===== src/rtl/fp_op_sequencer.sv =====
// fp_op_sequencer: queues {op,a,b} pairs and walks the FP add unit through launch/wait/release,
// one operation in flight, presenting each result on a valid/ready port. Macro: FP_SEQ_TIMEOUT_EN.
module fp_op_sequencer #(
  parameter int DEPTH   = 4,
  parameter int TIMEOUT = 16
) (
  input  logic                       clock,
  input  logic                       reset,
  input  logic                       in_valid,
  output logic                       in_ready,
  input  logic [31:0]                in_a,
  input  logic [31:0]                in_b,
  input  logic                       in_op,
  output logic                       fpu_start,
  output logic                       fpu_op,
  output logic [31:0]                fpu_a,
  output logic [31:0]                fpu_b,
  input  logic                       fpu_busy,
  input  logic                       fpu_ready,
  input  logic [31:0]                fpu_result,
  output logic                       out_valid,
  input  logic                       out_ready,
  output logic [31:0]                out_data,
  output logic                       out_err,
  output logic [$clog2(DEPTH+1)-1:0] level
);
  localparam int LW = $clog2(DEPTH+1);
  localparam int PW = $clog2(DEPTH);

  typedef enum logic [2:0] {S_IDLE, S_START, S_WAIT, S_REL, S_DRAIN} state_e;
  state_e state_q, state_d;

  logic [64:0]   mem_q [DEPTH];
  logic [PW-1:0] wr_ptr_q, rd_ptr_q;
  logic [LW-1:0] level_q, level_d;
  logic          push_s, pop_s, full_s, empty_s, timeout_s, unused_s;
  logic [64:0]   head_s;
  logic          fpu_start_q, fpu_start_d, fpu_op_q, fpu_op_d;
  logic [31:0]   fpu_a_q, fpu_a_d, fpu_b_q, fpu_b_d;
  logic          out_valid_q, out_valid_d;
  logic [31:0]   out_data_q, out_data_d;

  assign full_s   = (level_q == LW'(DEPTH));
  assign empty_s  = (level_q == {LW{1'b0}});
  assign in_ready = !full_s;
  assign push_s   = in_valid && !full_s;
  // Pop waits for the previous result to be taken, so handshake and pop never share a cycle.
  assign pop_s    = (state_q == S_IDLE) && !empty_s && !out_valid_q;
  assign head_s   = mem_q[rd_ptr_q];
  assign unused_s = fpu_busy ^ (TIMEOUT > 0);

  // Operand FIFO storage, pointers and occupancy
  always_ff @(posedge clock or negedge reset) begin
    if (!reset) begin
      for (int i = 0; i < DEPTH; i++) mem_q[i] <= 65'd0;
      wr_ptr_q <= {PW{1'b0}};
      rd_ptr_q <= {PW{1'b0}};
      level_q  <= {LW{1'b0}};
    end else begin
      if (push_s) begin
        mem_q[wr_ptr_q] <= {in_op, in_a, in_b};
        wr_ptr_q        <= wr_ptr_q + PW'(1);
      end
      if (pop_s) rd_ptr_q <= rd_ptr_q + PW'(1);
      level_q <= level_d;
    end
  end

  // Occupancy next state
  always_comb begin
    case ({push_s, pop_s})
      2'b10:   level_d = level_q + LW'(1);
      2'b01:   level_d = level_q - LW'(1);
      default: level_d = level_q;
    endcase
  end

`ifdef FP_SEQ_TIMEOUT_EN
  logic [7:0] wd_q, wd_d;
  logic       out_err_q, out_err_d;

  // Watchdog counts S_WAIT cycles and restarts from zero on every entry
  always_comb begin
    if (state_q == S_WAIT) wd_d = wd_q + 8'd1;
    else                   wd_d = 8'd0;
    if ((state_q == S_WAIT) && fpu_ready) out_err_d = 1'b0;
    else if (timeout_s)                   out_err_d = 1'b1;
    else                                  out_err_d = out_err_q;
  end

  assign timeout_s = (state_q == S_WAIT) && !fpu_ready && (wd_d == 8'(TIMEOUT));

  // Watchdog and error flag registers
  always_ff @(posedge clock or negedge reset) begin
    if (!reset) begin
      wd_q      <= 8'd0;
      out_err_q <= 1'b0;
    end else begin
      wd_q      <= wd_d;
      out_err_q <= out_err_d;
    end
  end

  assign out_err = out_err_q;
`else
  assign timeout_s = 1'b0;
  assign out_err   = 1'b0;
`endif

  // FSM state register
  always_ff @(posedge clock or negedge reset) begin
    if (!reset) state_q <= S_IDLE;
    else        state_q <= state_d;
  end

  // FSM next state
  always_comb begin
    case (state_q)
      S_IDLE:  state_d = pop_s ? S_START : S_IDLE;
      S_START: state_d = S_WAIT;
      S_WAIT: begin
        if (fpu_ready)      state_d = S_REL;
        else if (timeout_s) state_d = S_IDLE;
        else                state_d = S_WAIT;
      end
      S_REL:   state_d = S_DRAIN;
      S_DRAIN: state_d = fpu_ready ? S_DRAIN : S_IDLE;
      default: state_d = S_IDLE;
    endcase
  end

  // FSM outputs; start is decoded from the next state so the registered pulse lines up with it
  always_comb begin
    fpu_start_d = (state_d == S_START) || (state_d == S_REL);
    if (pop_s) begin
      fpu_op_d = head_s[64];
      fpu_a_d  = head_s[63:32];
      fpu_b_d  = head_s[31:0];
    end else begin
      fpu_op_d = fpu_op_q;
      fpu_a_d  = fpu_a_q;
      fpu_b_d  = fpu_b_q;
    end
    if (out_valid_q && out_ready)                               out_valid_d = 1'b0;
    else if (((state_q == S_DRAIN) && !fpu_ready) || timeout_s) out_valid_d = 1'b1;
    else                                                        out_valid_d = out_valid_q;
    if ((state_q == S_WAIT) && fpu_ready) out_data_d = fpu_result;
    else if (timeout_s)                   out_data_d = 32'h7FC0_0000;
    else                                  out_data_d = out_data_q;
  end

  // Registered FPU drive and result port
  always_ff @(posedge clock or negedge reset) begin
    if (!reset) begin
      fpu_start_q <= 1'b0;
      fpu_op_q    <= 1'b0;
      fpu_a_q     <= 32'd0;
      fpu_b_q     <= 32'd0;
      out_valid_q <= 1'b0;
      out_data_q  <= 32'd0;
    end else begin
      fpu_start_q <= fpu_start_d;
      fpu_op_q    <= fpu_op_d;
      fpu_a_q     <= fpu_a_d;
      fpu_b_q     <= fpu_b_d;
      out_valid_q <= out_valid_d;
      out_data_q  <= out_data_d;
    end
  end

  assign fpu_start = fpu_start_q;
  assign fpu_op    = fpu_op_q;
  assign fpu_a     = fpu_a_q;
  assign fpu_b     = fpu_b_q;
  assign out_valid = out_valid_q;
  assign out_data  = out_data_q;
  assign level     = level_q;
endmodule


===== config.mk =====
export PLATFORM = sky130hd
export DESIGN_NAME = fp_op_sequencer
export DESIGN_NICKNAME = d
export VERILOG_FILES = /design/src/rtl/fp_op_sequencer.sv
export SDC_FILE = /design/constraint.sdc
export NUM_CORES = 1
export LEC_CHECK = 0
export CORE_MARGIN = 3
export CORE_UTILIZATION = 40
export DETAILED_ROUTE_END_ITERATION = 8
export PLACE_DENSITY = 0.63
export SYNTH_ARGS = -nofsm -noshare
export SYNTH_HDL_FRONTEND = slang
export SYNTH_SLANG_ARGS = --single-unit

===== constraint.sdc =====
create_clock -name clock -period 5.98 [get_ports clock]
set_clock_uncertainty 0.05 [all_clocks]
set_input_delay 1.196 -clock clock [delete_from_list [all_inputs] [get_ports clock]]
set_output_delay 1.196 -clock clock [all_outputs]
set_load 0.05 [all_outputs]

## Yosys cells after proc, flatten, opt, wreduce, memory -nomap -nowiden

Index checks and enable logic that the tools add are counted.

- Flip-flop bits (word level): 369
- Latch bits: 0
- Bits in writable memories: 0
- ROM bits: 0
- Input bits: 103
- Output and inout bits: 104
- Word-level logic and storage cells: 61
- Memories: 0

- $add $sub $neg: 4
- Multiply operators: 0
- Divide/modulo/power cells: 0
- $lt $le $gt $ge: 3
- Equal/unequal tests: 9
- Shift-type cells: 0
- Mux-type cells: 13
- Bitwise gates (word level): 2
- Reductions and logical operators: 16

Operators by type and width:

| kind | count |
|---|---|
| $bwmux W260 | 1 |
| $mux W65 | 3 |
| $bmux W65 S2 | 1 |
| $demux W65 S2 | 1 |
| $pmux W3 S5 | 1 |
| $eq A3 B2 Y1 const B | 3 |
| $logic_and A1 B1 Y1 | 7 |
| $eq A3 B1 Y1 const B | 2 |
| $eq A3 B3 Y1 const B | 2 |
| $ge A3 B3 Y1 const B | 2 |
| $logic_not A3 Y1 | 2 |
| $not A2 Y3 | 2 |
| $pmux W3 S2 | 1 |
| $add A2 B1 Y2 const B | 2 |
| $logic_not A1 Y1 | 4 |
| $mux W1 | 4 |
| $reduce_bool A2 Y1 | 2 |
| $add A3 B1 Y3 const B | 1 |
| $lt A3 B1 Y1 const B | 1 |
| $mux W3 | 1 |
| $sub A3 B1 Y3 const B | 1 |
| $eq A2 B1 Y1 const B | 1 |
| $eq A2 B2 Y1 const B | 1 |
| $logic_or A1 B1 Y1 | 1 |

## Logic depth before layout (Yosys ltp)

- Word-level depth: 8
- Depth in mapped cells: 11
- Mapped depth without buffers: 8

## Worst setup path after synthesis

Ideal clock, no wire load.

- Kind: flip-flop to flip-flop
- Start point: register out_valid_q (netlist: out_valid)
- End point: register level_q[2] (netlist: level[2])
- Setup time: 82 ps
- Arrival: 2369 ps
- Data required time: 5848 ps
- Path slack: 3479 ps
- Stages on the path, launching flop included: 12
- Buffers on the path: 3
- Period minus slack after synthesis: 2501 ps
- Path through: dfrtp_1 > nor4_2 > o31a_1 > buf_2 > buf_6 > buf_6 > ha_1 > inv_1 > fa_1 > xor2_1 > nor2_1 > xor2_1

- Longest elaborated chain between the ends: 4
- Elaborated cells between the ends (all ways): 6
- Those cells by class: eq/ne (2); mux (1); reduce/logical (3)

RTL lines:

| item | line | RTL |
|---|---|---|
| from (decl) | 40 | `logic out_valid_q, out_valid_d;` |
| from (signal assigned) | 166 | `out_valid_q <= out_valid_d;` |
| $logic_not A1 Y1 * | 48 | `assign pop_s = (state_q == S_IDLE) && !empty_s && !out_valid_q;` |
| $logic_and A1 B1 Y1 * | 48 |  |
| $eq A2 B1 Y1 or $eq A2 B2 Y1 (tied branches) | 71 | `case ({push_s, pop_s})` |
| $pmux W3 S2 or $reduce_bool A2 Y1 (tied branches) | n/a |  |
| to (signal assigned) | 58 | `level_q <= {LW{1'b0}};` |
| to (signal assigned) | 65 | `level_q <= level_d;` |
| to (decl) | 35 | `logic [LW-1:0] level_q, level_d;` |

Every way passes the cells marked *; elsewhere a longest branch is shown, timed or not.
A chain may end at the register's enable or synchronous reset.

## Worst setup path after layout

- Start point: register level_q[0] (netlist: level[0])
- End point: output port in_ready

- Longest elaborated chain between the ends: 2

RTL lines:

| item | line | RTL |
|---|---|---|
| $eq A3 B3 Y1 | 43 | `assign full_s = (level_q == LW'(DEPTH));` |
| $logic_not A1 Y1 | 45 | `assign in_ready = !full_s;` |
| to (decl) | 10 | `output logic in_ready,` |

Every way passes these cells.

==> summary.txt <==
Critical path
  – Critical path class: flip-flop to primary output
  – Worst r2r dst: fpu_a[6]$_DFFE_PN0N_
  – R2R setup slack: 3.00 ns
  – Path depth of the worst reg2reg path: 4
  – Critical Path RT: approximately 4.7 ns
  – Critical Path Sink Type: primary output
  – Worst Setup Start Kind: flip-flop
  – Worst path arrival time: approximately 2.4 ns
  – R2R Path Start: state_q[1]$_DFF_PN0_
  – CP Max Fanout: 6

Floorplanning
  – Rows: 73
  – Starting Density: 41.12%
  – Die Y: approximately 210 µm
  – Die X-Extent: roughly 210 µm
  – I/O pin cnt: 207
  – Die area: 43880 µm²
  – Core Region: 40280 µm²

Timing
  – Fmax: between 200 and 300 MHz
  – Final period utilization: 60.22%
  – Setup TNS: 0 ns
  – Min Tclk post-route: roughly 3.6 ns
  – Relative slew slack: 32.10%
  – RSZ-0062 raised after global routing: no
  – Setup Viol. Count Final: 0
  – Least-Margin Pin Slew: about 1.0 ns
  – Final Hold Fails: 0
  – Max Slew Vio Count: 0

CTS
  – # H-tree levels: 2
  – Post-CTS resize count: 0
  – Clock Latency Late Sink: between 0.5 and 0.6 ns
  – CTS tree: done
  – CTS clock-pin slew for the worst setup and hold paths: approximately 0.050 ns
  – Setup bufs post-CTS: 0
  – CTS Root Cell: clkbuf_16
  – Clock buffer count from CTS: 42
  – CTS Sinks: between 300 and 400
  – Post-CTS Hold Buffers: 0
  – Clk buf depth: 3

Global route
  – Largest net degree at the start of global routing: ~140
  – Initial antenna violation count: 0
  – M1 GR Usage: about 23%
  – First-pass GRT wire length: approximately 56000 µm
  – Met3 GRT Util: 3.857%
  – M2 GR Usage: 24.87%
  – Number of global-route vias before repair: between 9000 and 10000
  – GR Util All Layers: 16.00%
  – Most Crowded Layer GR: met2
  – Congestion Overflow GR: 0

Yosys
  – Sequential area share after synthesis: between 50% and 60%
  – Post-Synth Simple-Gate Area: 0.8612%
  – Syn Inst Count: slightly below 900
  – Cell area after synthesis: roughly 17000 µm²
  – Adder-cell share of the synthesized area: less than 1%
  – Synth Net Count: 999
  – Syn Area/Cell: approximately 19 µm²
  – Yosys warnings: 0
  – XOR/XNOR share of the synthesized area: less than 1%
  – Synth Area in Compound Gates: less than 1%
  – Mux share of post-synthesis cell area: between 30 and 40%
  – #FFs+latches synth: 369
  – Largest family of logic cells by synthesized area: multiplexers
  – Cell variety after synth: 30

Drt
  – Routed Wire Length: about 34000 µm
  – Drc violations: 0
  – Vias: between 8000 and 9000
  – Drt pass-1 iters: 4
  – DR vias/cell: between 5 and 6
  – Antenna viol nets, final: 0
  – DR WL/cell: 20.80 µm
  – Iter 0 DRT Violations: 348

Placed design
  – Routability cong.: a little under 0.7
  – # port buffers: 204
  – Placed cell area: 18700 µm²
  – HPWL Detailed: between 20000 and 25000 µm

Power and ir drop
  – Power Density: between 600 and 700 nW/µm²
  – Power Total: 13.44 mW
  – Max VDD drop: roughly 0.00046 V
  – P_leak: approximately 9.1 nW

Cells and area
  – Layout cell share with drive strength beyond 1: between 40% and 50%
  – Final non-filler cell area: 20150 µm²
  – Antenna Cells: 0
  – Final nets: between 1000 and 1500
  – FILL cells: about 3400
  – Area grow syn2layout: 21.67%

Min path
  – Hold path startpoint: mem_q[65]$_DFFE_PN0P_
  – End of the worst hold path: mem_q[65]$_DFFE_PN0P_
  – Hold Path Class: flip-flop to flip-flop
  – Hold Path Stages: 1

Outcome
  – Outcome: finished, final reports clean

Flow run
  – Max-Cap Viols: 0
## per-layer routing
metal	share of wire [%]	routed length (µm)	vias up
met5	0	0	-
met4	1.7	583	0
met3	5.0	1719	37
met2	46	15950	150
met1	47	16110	4446
li1	-	-	3676
## critical path, cell delays in order, from the launching register on
cell,delay (ns)
dfrtp_1,0.44
or3b_1,0.58
clkdlybuf4s50_1,0.79
## synthesized netlist by cell type (all sizes together)
cell type,n,area (µm²)
a32o,1,10.01
and3b,1,8.760
buf,52,684.4
clkbuf,5,18.77
conb,1,3.750
dfrtp,369,9234
fa,1,20.02
ha,5,62.56
inv,6,22.52
mux2,358,4805
mux2i,1,10.01
mux4,65,1464
nand2,1,3.750
nand3,5,75.07
nor2,4,15.01
nor2b,1,6.260
nor4,1,12.51
o21ai,1,5.000
o311a,1,10.01
o31a,1,8.760
or2,2,12.51
or3b,1,8.760
xnor2,3,26.28
xor2,4,35.03
## cells by family after synthesis
logic type | after synthesis
buf+inv | 63
flops | 369
simple gates | 16
other cells | 1
fa+ha+maj | 6
xor+xnor | 7
mux | 424
compound gates | 4
## how the worst max path moves through the flow
| stage | from | to | slack [ns] | cells after the start |
|---|---|---|---|---|
| CTS | level[0]$_DFFE_PN0P_ | in_ready | 2.31 | 2 |
| finish | level[0]$_DFFE_PN0P_ | in_ready | 2.38 | 2 |
| global route | level[0]$_DFFE_PN0P_ | in_ready | 2.28 | 2 |
| global placement | in_valid | mem_q[16]$_DFFE_PN0P_ | 2.03 | 4 |
| detailed placement | in_valid | mem_q[18]$_DFFE_PN0P_ | 2.03 | 4 |
| floorplan | out_valid$_DFFE_PN0P_ | level[2]$_DFFE_PN0P_ | 3.48 | 11 |
## sequential cells by signal, indices dropped and copies added (netlist names)
register and count:
mem_q 260, fpu_a 32, fpu_b 32, out_data 32, level 3, state_q 3, rd_ptr_q 2, wr_ptr_q 2
fpu_op 1, fpu_start 1, out_valid 1
## layout by cell type, fill, tap and decap left out, drive strengths merged, types with 2 or more instances in the layout
master and count:
buf 13, bufinv 4, clkbuf 64, clkdlybuf4s50 203
clkinv 9, dfrtp 369, ha 5, inv 6
mux2 358, mux4 65, nand3 5, nor2 4
or2 2, xnor2 3, xor2 4
## through the flow
stage / setup WS (ns) / hold WS, ns / std cells / utilization, %
detailed placement: 2.029 / 0.4390 / 1574 / 46.43
CTS: 2.312 / 0.4500 / 1652 / 50.03
finish: 2.379 / 0.4486 / 1652 / 50.03
global placement: 2.029 / 0.4316 / 1574 / 46.43
floorplan: 3.479 / 0.4238 / 890 / -
global route: 2.279 / 0.4579 / 1652 / 50.03
## cell type report
type                       instances  area [µm²]  area share [%]
clock buffer                      64        1277           6.340
inverter                           6       22.52          0.1118
clock inverter                    14       172.7          0.8569
sequential                       369        9241           45.86
timing repair buffer             216        2175           10.79
multi-input combinational        458        6605           32.78
tap                              525       656.9           3.260
## report_power, final
group          internal (mW)  switching, mW
Combinational           3.37           2.75
Sequential              3.82          0.843
Clock                   1.65           1.01
Total                   8.84           4.60
(Power assumes the default switching activity.)
